**src/rtl/block_search_ctrl.sv**
```systemverilog
// Scans RAM words 0..last through the read-data stage, comparing each against a key word.
// Reports the first match and the first minimum; any read that times out aborts the scan with o_err.
module block_search_ctrl #(
    parameter int SIZE_DATA = 8,
    parameter int SIZE_ADDR = 4,
    parameter int TIMEOUT   = 16
) (
    input  logic                 i_clk,
    input  logic                 w_rst_sel_data_rd,
    input  logic                 i_start,
    input  logic [SIZE_ADDR-1:0] i_key_addr,
    input  logic [SIZE_ADDR-1:0] i_last_addr,
    output logic                 o_rd_en,
    output logic [1:0]           o_sel_data_rd,
    output logic [SIZE_ADDR-1:0] o_addr,
    input  logic                 i_done,
    input  logic [SIZE_DATA-1:0] i_data_key,
    input  logic [SIZE_DATA-1:0] i_temp_data,
    output logic                 o_busy,
    output logic                 o_found,
    output logic [SIZE_ADDR-1:0] o_match_idx,
    output logic [SIZE_DATA-1:0] o_min,
    output logic [SIZE_ADDR-1:0] o_min_idx,
    output logic                 o_valid,
    output logic                 o_err
);

    localparam int CW = $clog2(TIMEOUT + 1);

    typedef enum logic [2:0] {
        IDLE, REQ_KEY, WAIT_KEY, REQ_DATA, WAIT_DATA, CMP, DONE
    } state_t;

    state_t               state, state_nx;
    logic [SIZE_ADDR-1:0] key_addr_q, last_q, addr_q;
    logic [SIZE_DATA-1:0] key_q, data_q;
    logic [CW-1:0]        cnt_q;
    logic                 to_hit;

    // i_done wins over the timeout in the final wait cycle
    assign to_hit = (cnt_q == CW'(TIMEOUT - 1));

    always_ff @(posedge i_clk or negedge w_rst_sel_data_rd) begin
        if (!w_rst_sel_data_rd) begin
            state <= IDLE;
        end else begin
            state <= state_nx;
        end
    end

    always_comb begin
        state_nx = state;
        unique case (state)
            IDLE:      if (i_start) state_nx = REQ_KEY;
            REQ_KEY:   state_nx = WAIT_KEY;
            WAIT_KEY: begin
                if (i_done)      state_nx = REQ_DATA;
                else if (to_hit) state_nx = DONE;
            end
            REQ_DATA:  state_nx = WAIT_DATA;
            WAIT_DATA: begin
                if (i_done)      state_nx = CMP;
                else if (to_hit) state_nx = DONE;
            end
            CMP:       state_nx = (addr_q == last_q) ? DONE : REQ_DATA;
            DONE:      state_nx = IDLE;
            default:   state_nx = IDLE;
        endcase
    end

    always_ff @(posedge i_clk or negedge w_rst_sel_data_rd) begin
        if (!w_rst_sel_data_rd) begin
            key_addr_q  <= '0;
            last_q      <= '0;
            addr_q      <= '0;
            key_q       <= '0;
            data_q      <= '0;
            cnt_q       <= '0;
            o_found     <= 1'b0;
            o_match_idx <= '0;
            o_min       <= '0;
            o_min_idx   <= '0;
            o_err       <= 1'b0;
        end else begin
            case (state)
                IDLE: begin
                    if (i_start) begin
                        key_addr_q  <= i_key_addr;
                        last_q      <= i_last_addr;
                        o_found     <= 1'b0;
                        o_match_idx <= '0;
                        o_min       <= '0;
                        o_min_idx   <= '0;
                        o_err       <= 1'b0;
                    end
                end
                REQ_KEY, REQ_DATA: cnt_q <= '0;
                WAIT_KEY: begin
                    if (i_done) begin
                        key_q  <= i_data_key;
                        addr_q <= '0;
                    end else if (to_hit) begin
                        o_err <= 1'b1;
                    end else begin
                        cnt_q <= cnt_q + CW'(1);
                    end
                end
                WAIT_DATA: begin
                    if (i_done) begin
                        data_q <= i_temp_data;
                    end else if (to_hit) begin
                        o_err <= 1'b1;
                    end else begin
                        cnt_q <= cnt_q + CW'(1);
                    end
                end
                CMP: begin
                    if (addr_q == '0 || data_q < o_min) begin
                        o_min     <= data_q;
                        o_min_idx <= addr_q;
                    end
                    if (data_q == key_q && !o_found) begin
                        o_found     <= 1'b1;
                        o_match_idx <= addr_q;
                    end
                    if (addr_q != last_q) addr_q <= addr_q + SIZE_ADDR'(1);
                end
                default: ;
            endcase
        end
    end

    assign o_busy  = (state != IDLE);
    assign o_valid = (state == DONE);
    assign o_rd_en = (state == REQ_KEY) || (state == REQ_DATA);

    always_comb begin
        o_sel_data_rd = 2'b00;
        o_addr        = '0;
        unique case (state)
            REQ_KEY, WAIT_KEY: begin
                o_sel_data_rd = 2'b01;
                o_addr        = key_addr_q;
            end
            REQ_DATA, WAIT_DATA, CMP: begin
                o_sel_data_rd = 2'b10;
                o_addr        = addr_q;
            end
            default: ;
        endcase
    end

endmodule

```
**config.mk**
```make
export PLATFORM = sky130hd
export DESIGN_NAME = block_search_ctrl
export DESIGN_NICKNAME = d
export VERILOG_FILES = /design/src/rtl/block_search_ctrl.sv
export SDC_FILE = /design/constraint.sdc
export NUM_CORES = 1
export LEC_CHECK = 0
export CAP_MARGIN = 10
export CORE_ASPECT_RATIO = 1.2
export CORE_MARGIN = 3
export CORE_UTILIZATION = 40
export CTS_CLUSTER_SIZE = 40
export DETAILED_ROUTE_END_ITERATION = 7
export GPL_TIMING_DRIVEN = 0
export MAX_ROUTING_LAYER = met4
export SLEW_MARGIN = 20
export SYNTH_ARGS = -nofsm -noshare
export SYNTH_HDL_FRONTEND = slang
export SYNTH_SLANG_ARGS = --single-unit
```
**constraint.sdc**
```tcl
create_clock -name i_clk -period 3.8 [get_ports i_clk]
set_input_delay 0.76 -clock i_clk [delete_from_list [all_inputs] [get_ports i_clk]]
set_output_delay 0.76 -clock i_clk [all_outputs]
set_load 0.03 [all_outputs]
```
**Yosys cells after proc, flatten, opt, wreduce, memory -nomap -nowiden**

Cells that the tools add are included.

- Bits in registers: 54
- Bits of input ports: 28
- Word-level logic and storage cells: 84

- Add/sub/neg operators: 2
- Magnitude comparators: 1
- Eq/ne operators: 18
- Mux-type cells: 28
- Reductions and logical operators: 23

Operators with widths:

| kind | count |
|---|---|
| 4-bit case mux with 2 select lines | 4 |
| 4-bit 2-to-1 mux | 5 |
| 3-bit case mux with 6 select lines | 1 |
| 8-bit 2-to-1 mux | 2 |
| 8-bit case mux with 2 select lines | 1 |
| 3-bit 2-to-1 mux | 5 |
| 2-bit != test (second input constant) | 7 |
| 3-bit AND reduction | 4 |
| 5-bit 2-to-1 mux | 2 |
| 5-bit case mux with 2 select lines | 1 |
| 3-bit == test (second input constant) | 3 |
| 8-bit == test | 1 |
| 8-bit less-than comparator | 1 |
| 2-bit nonzero test | 4 |
| 3-bit by 2-bit == test with 1-bit output (second input constant) | 2 |
| 2-bit AND reduction | 3 |
| 2-bit OR reduction | 3 |
| 5-bit by 1-bit adder with 5-bit output (second input constant) | 1 |
| 5-bit by 4-bit == test with 1-bit output (second input constant) | 1 |
| 4-bit by 1-bit adder with 4-bit output (second input constant) | 1 |
| 4-bit == test | 1 |
| 4-bit zero test | 1 |
| 1-bit 2-to-1 mux | 4 |
| 4-bit != test | 1 |
| 11 further kinds | 13 |

**Longest topological paths before layout**

Gate-level depths: netlist of run 1.

- Word-level depth: 4
- Gate-level depth with buffers: 8
- Mapped depth without buffers: 7

**Worst setup path after synthesis of run 1**

No wires, ideal clock.

- Path kind: register to output
- From: reg state[0]
- To: out o_addr[0]
- Data arrival time: 1,877 ps
- Data required time: 3,040 ps
- Setup slack: 1,163 ps
- Cell stages (with the launch flop): 7
- Path buffers: 1
- Cells stage by stage: dfrtp_1 > clkbuf_1 > nand2_1 > inv_1 > nand2_1 > nand2_1 > a22o_1

- Word-level cells in the longest chain between the ends: 3

RTL lines:

| element | line | source |
|---|---|---|
| start, declared | 34 | `state_t state, state_nx;` |
| start signal, assigned | 47 | `state <= state_nx;` |
| 3-bit by 2-bit == test with 1-bit output, or another cell as far along | 140 | `unique case (state)` |
| 3-bit OR reduction or 2-bit OR reduction (tied branches) | 140 |  |
| 4-bit case mux with 2 select lines * | 140 |  |
| end, declared | 15 | `output logic [SIZE_ADDR-1:0] o_addr,` |

Every way passes the cells marked *; elsewhere a longest branch is shown, timed or not.

**Final worst setup path of run 1**

- From: reg state[0]
- To: out o_addr[1]

The elaborated chain is that of the path after synthesis.

==> impl_metrics.toml, run 1 <==
[place]
routabilityCongestion = 0.8202
dp_hpwl_um = 4308
port-buffer-count = 54
place_ws_ps = 751.1
post-place-cells = 385
postPlaceCellArea_um2 = 3326

[sta]
period_needed_ps = 3369
max_slew_margin = 0.4320
skew_ps = 7.292
fmax_mhz = 296.8
setup_viol = 0
timing.hold.ws_ps = 476.7
tightest_slew_ps = 847.4
fin_tns_setup_ps = 0
fin_ws_ps = 430.6
fin_crit_sh = 0.8867
slew_violations = 0
rsz0062_at_grt = "no"
hold_violations = 0

[clock_tree]
clockRootBuffer = "clkbuf_8"
cts_buffer_depth = 2
cts.sinks = 54
htree_levels = 2
clock_latency_ps = 310
hold_buffers = 0
cts_made_buffers = 5
cts_resized = 0
cts_setup_buffers = 0
clkTransAtPathRegs_ps = 90
cts_tree = "built"

[floorplan]
die_h_um = 95.69
initial_core_util = 0.4134
core-area_um2 = 6486
fp-row-count = 32
ios = 55
die-width_um = 80.74
die-area_um2 = 7726

[critical_path]
crit_path_end_kind = "output port"
crit_arrival_ps = 2610
r2r_slack_ps = 1590
crit_required_ps = 3040
cp_max_fo = 10
critical_path_class = "flip-flop to output port"
worst_setup_path_start_kind = "flip-flop"
r2r_cells = 6

[logic_synthesis]
synthArstFlopShare = 1.000
synth_sequential_area_ratio = 0.5040
yosysWarnings = 0
syn-cell-area_um2 = 2681
netlist-cell-type-count = 42
syn_nets = 285
synth_ff_type = "dfrtp_1"
syn_avg_cell_area_um2 = 10.90
synth_edf_count = 0
netlist_instances = 246
synth_seq_cells = 54

[route]
vias = 1984
drtIter0Drc = 91
detail_route.wl_per_cell_um = 14.91
avgViaCountPerCell = 5.061
drc = 0
dr.pass1.iters = 4
ant_nets = 0
wl_um = 5843

[layout]
nNetsFinal = 346
layout_common_cells = "54 x dfrtp_1, 53 x clkdlybuf4s50_1, 40 x nand2_1"
fin_area_um2 = 3402
area_delta_synth_final_pct = 26.88
antenna_cells = 0
fill_cells = 636
utilization = 0.5245
drive_above_1_share = 0.1238
final_cells = 392
final_common_cell = "dfrtp_1"

[pwr]
p_per_area_nw_per_um2 = 769.9
power.leakage_nw = 1.519
p_total_mw = 2.619
ir_drop_v = 0.0003732

[grt]
grt_antenna_before_repair = 0
grt_pass1_vias = 1955
grt_pass1_wl_um = 9377
grt_use_total = 0.1664
grt_max_degree = 55
grt_overflow = 0

[run]
drv_cap = 0

[status]
status = "finished clean"

[worst_hold_path]
hold_path_class = "input port to async pin"
[synth_stat cells (all sizes together), types with 2 or more instances]
cell type | count | area [um^2]
a21oi | 8 | 43.79
nor2b | 2 | 12.51
a22o | 16 | 140.1
dfrtp | 54 | 1351
and3 | 2 | 12.51
o31ai | 2 | 20.02
or3 | 2 | 17.52
nand4 | 3 | 18.77
a21o | 2 | 15.01
ha | 11 | 137.6
nand2 | 40 | 150.1
nor4 | 3 | 18.77
nand3 | 5 | 25.02
clkbuf | 3 | 11.26
inv | 15 | 56.30
o21a | 2 | 15.01
nor3 | 3 | 25.02
or2 | 2 | 12.52
nand2b | 5 | 31.28
mux2i | 3 | 30.03
xor2 | 11 | 96.34
mux2 | 17 | 191.4
nor2 | 10 | 37.54
a221o | 2 | 20.02
o21ai | 9 | 45.04
buf | 4 | 32.53
o22ai | 2 | 12.51
[metal layers]
metal | routed length (um) | vias up | GRT usage
li1 | - | 978 | -
met1 | 2617 | 943 | 0.2024
met2 | 2865 | 49 | 0.2693
met3 | 225 | 14 | 0.03277
met4 | 136 | 0 | 0.07324
met5 | 0 | - | -
[path summary, 6_finish.rpt]
path | from | end
max in group asynchronous | w_rst_sel_data_rd | o_min[1]$_DFFE_PN0P_
min in group i_clk | key_q[5]$_DFFE_PN0P_ | key_q[5]$_DFFE_PN0P_
min reg2reg | key_q[5]$_DFFE_PN0P_ | key_q[5]$_DFFE_PN0P_
min | w_rst_sel_data_rd | key_addr_q[0]$_DFFE_PN0P_
max | state[0]$_DFFE_PN0P_ | o_addr[1]
max reg2reg | data_q[6]$_DFFE_PN0P_ | o_min[4]$_DFFE_PN0P_
[layout make-up]
cell class	instances	area [um^2]	share of cell area
sequential	54	1351	0.3972
clock buffer	7	76.32	0.02243
multi-input combinational	169	1225	0.3601
buffer	7	43.79	0.01287
inverter	16	61.31	0.01802
timing repair buffer	54	538.0	0.1581
tap	85	106.4	0.03126
[flip-flops by register name (all words and copies together) (netlist names)]
register     flops
last_q           4
o_min            8
state            3
o_min_idx        4
key_addr_q       4
o_found          1
o_match_idx      4
cnt_q            5
addr_q           4
o_err            1
key_q            8
data_q           8
[worst max-delay path, cell delays in order, from the launching register on]
cell and delay [ps]:
dfrtp_1 460, clkbuf_1 370, nand2_1 220, inv_1 180
nand2_1 70, nand2_1 180, a22o_1 160, clkdlybuf4s50_1 670
[kinds of logic (layout without fill, tap and decap cells)]
group | Yosys count | count (layout) | share of synthesized area
AOI/OAI and AO/OA | 47 | 47 | 0.1400
xor gates and xnor gates | 12 | 12 | 0.03920
adders and majority gates | 11 | 11 | 0.05133
buffers and inverters | 23 | 84 | 0.03919
DFF | 54 | 54 | 0.5040
muxes | 20 | 20 | 0.08259
and+or+nand+nor | 79 | 79 | 0.1437
[report_power, final]
| part | switching [mW] | internal (mW) | leakage [nW] |
|---|---|---|---|
| combinational | 0.716 | 0.617 | 0.777 |
| clock | 0.179 | 0.127 | 0.0383 |
| sequential | 0.199 | 0.781 | 0.703 |
| total | 1.09 | 1.53 | 1.52 |
(Power assumes the default switching activity.)
==> run 2: changes to the inputs <==
--- a/config.mk
+++ b/config.mk
@@ -17,3 +17,4 @@
 export SYNTH_ARGS = -nofsm -noshare
 export SYNTH_HDL_FRONTEND = slang
 export SYNTH_SLANG_ARGS = --single-unit
+export TNS_END_PERCENT = 5
==> results of run 2 <==
Same layout as run 1: the final DEF is identical, and so are final timing and power.
==> run 3: changes to the inputs <==
--- a/config.mk
+++ b/config.mk
@@ -13,7 +13,6 @@
 export DETAILED_ROUTE_END_ITERATION = 7
 export GPL_TIMING_DRIVEN = 0
 export MAX_ROUTING_LAYER = met4
-export SLEW_MARGIN = 20
 export SYNTH_ARGS = -nofsm -noshare
 export SYNTH_HDL_FRONTEND = slang
 export SYNTH_SLANG_ARGS = --single-unit
==> constraint.sdc (replaced) <==
create_clock -name i_clk -period 3.53 [get_ports i_clk]
set_input_delay 0.706 -clock i_clk [delete_from_list [all_inputs] [get_ports i_clk]]
set_output_delay 0.706 -clock i_clk [all_outputs]
set_load 0.03 [all_outputs]
==> impl_metrics.toml, run 3 (synthesized netlist as in run 1, its figures left out) <==
[place]
dp_hpwl_um = 4413
place_ws_ps = 563.5
port-buffer-count = 54
routabilityCongestion = 0.8202
post-place-cells = 386

[route]
dr_wl_met2_um = 2867
vias = 2040
dr.pass1.iters = 4
wl_um = 5930
drc = 0
met3WireLength_um = 260
highest_layer = "met4"
ant_nets = 0
drtIter0Drc = 74
met1_length_um = 2594
detail_route.wl_per_cell_um = 15.05
avgViaCountPerCell = 5.178

[layout]
antenna_cells = 0
drive_above_1_share = 0.1359
fill_cells = 631
layout_common_cells = "54 x dfrtp_1, 53 x clkdlybuf4s50_1, 40 x nand2_1"
final_common_cell = "dfrtp_1"
largest_registers = "data_q x8, key_q x8, o_min x8"
area_delta_synth_final_pct = 29.02
sequential_cell_area_um2 = 1351
multi_input_area_um2 = 1225
final_cells = 394
utilization = 0.5334
nNetsFinal = 347

[worst_hold_path]
hold_path_class = "input port to async pin"

[critical_path]
crit_required_ps = 2820
crit_path_end_kind = "output port"
critical_path_class = "flip-flop to output port"
cp_max_fo = 10
crit_arrival_ps = 2610
worst_setup_path_start_kind = "flip-flop"

[sta]
tightest_slew_ps = 855.9
skew_ps = 4.574
fmax_mhz = 301.6
setup_viol = 0
slew_violations = 0
period_needed_ps = 3316
max_slew_margin = 0.4263
fin_crit_sh = 0.9393
fin_tns_setup_ps = 0
hold_violations = 0
fin_ws_ps = 214.2
rsz0062_at_grt = "no"

[grt]
grt_overflow = 0
grt_use_total = 0.1706
grt_pass1_vias = 2027
grt_max_degree = 33
grt_pass1_wl_um = 9715
grt_antenna_before_repair = 0

[floorplan]
fp-row-count = 32
die-width_um = 80.74
die_h_um = 95.69
core-area_um2 = 6486
die-area_um2 = 7726
initial_core_util = 0.4134
ios = 55

[pwr]
p_total_mw = 2.907
p_per_area_nw_per_um2 = 840.2
p_sw_frac = 0.4096
p_clk_frac = 0.142
power.leakage_nw = 1.550
ir_drop_v = 0.0003434
p_switching_mw = 1.191
pwr-share-comb = 0.494
p_int_mw = 1.716
seqPwrFrac = 0.364

[run]
drv_cap = 0

[status]
status = "finished clean"

[clock_tree]
clkTransAtPathRegs_ps = 100
cts_made_buffers = 5
cts_buffer_depth = 2
hold_buffers = 0
clockRootBuffer = "clkbuf_8"
htree_levels = 2
clock_latency_ps = 310
cts.sinks = 54
cts_setup_buffers = 0
cts_tree = "built"
cts_resized = 0
## run 3: area by class of cell
class / count / share of cell area
Sequential cell: 54 / 0.3906
Multi-Input combinational cell: 169 / 0.3541
Timing Repair Buffer: 55 / 0.1627
Tap cell: 85 / 0.03074
Clock buffer: 5 / 0.01989
Inverter: 16 / 0.01772
Buffer: 7 / 0.01266
Clock inverter: 3 / 0.01157
## run 3: power by group through the flow
stage	Combinational (mW)	Clock, mW	Sequential [mW]
after global routing	1.59	0.445	1.09
after floorplan	0.924	0	1.11
after detailed placement	1.45	0	1.07
after CTS	1.45	0.423	1.06
after global placement	1.43	0	1.07
final	1.44	0.413	1.06
## run 3: path summary, 6_finish.rpt
check,from,end,slack [ps],cells after the start
worst max-delay path,state[0]$_DFFE_PN0P_,o_addr[1],210,7
worst min-delay path,w_rst_sel_data_rd,key_addr_q[0]$_DFFE_PN0P_,470,1
worst max register to register,data_q[6]$_DFFE_PN0P_,o_min[6]$_DFFE_PN0P_,1320,6
worst min register to register,key_q[5]$_DFFE_PN0P_,key_q[5]$_DFFE_PN0P_,500,2
max in group asynchronous,w_rst_sel_data_rd,o_min[3]$_DFFE_PN0P_,2490,2
min in group i_clk,key_q[5]$_DFFE_PN0P_,key_q[5]$_DFFE_PN0P_,500,2
## run 3: layer usage
layer	GRT usage	vias to the layer above
met4	0.08873	0
met1	0.2088	979
met2	0.2700	55
met3	0.03090	22
li1	-	984
met5	-	-
## run 3: through the flow
stage / hold WS, ps / area, um^2
6_report: 467.1 / 3460
5_1_grt: 504.9 / 3460
4_1_cts: 490.4 / 3460
3_5_place_dp: 484.3 / 3351
3_3_place_gp: 480.1 / 3328
2_1_floorplan: 410.4 / 2681
## run 3: worst max-delay path: stages (launching register included)
cell	delay (ps)
dfrtp_1	460
clkbuf_1	380
nand2_1	220
inv_1	180
nand2_1	70
nand2_1	180
a22o_1	160
clkdlybuf4s50_1	670
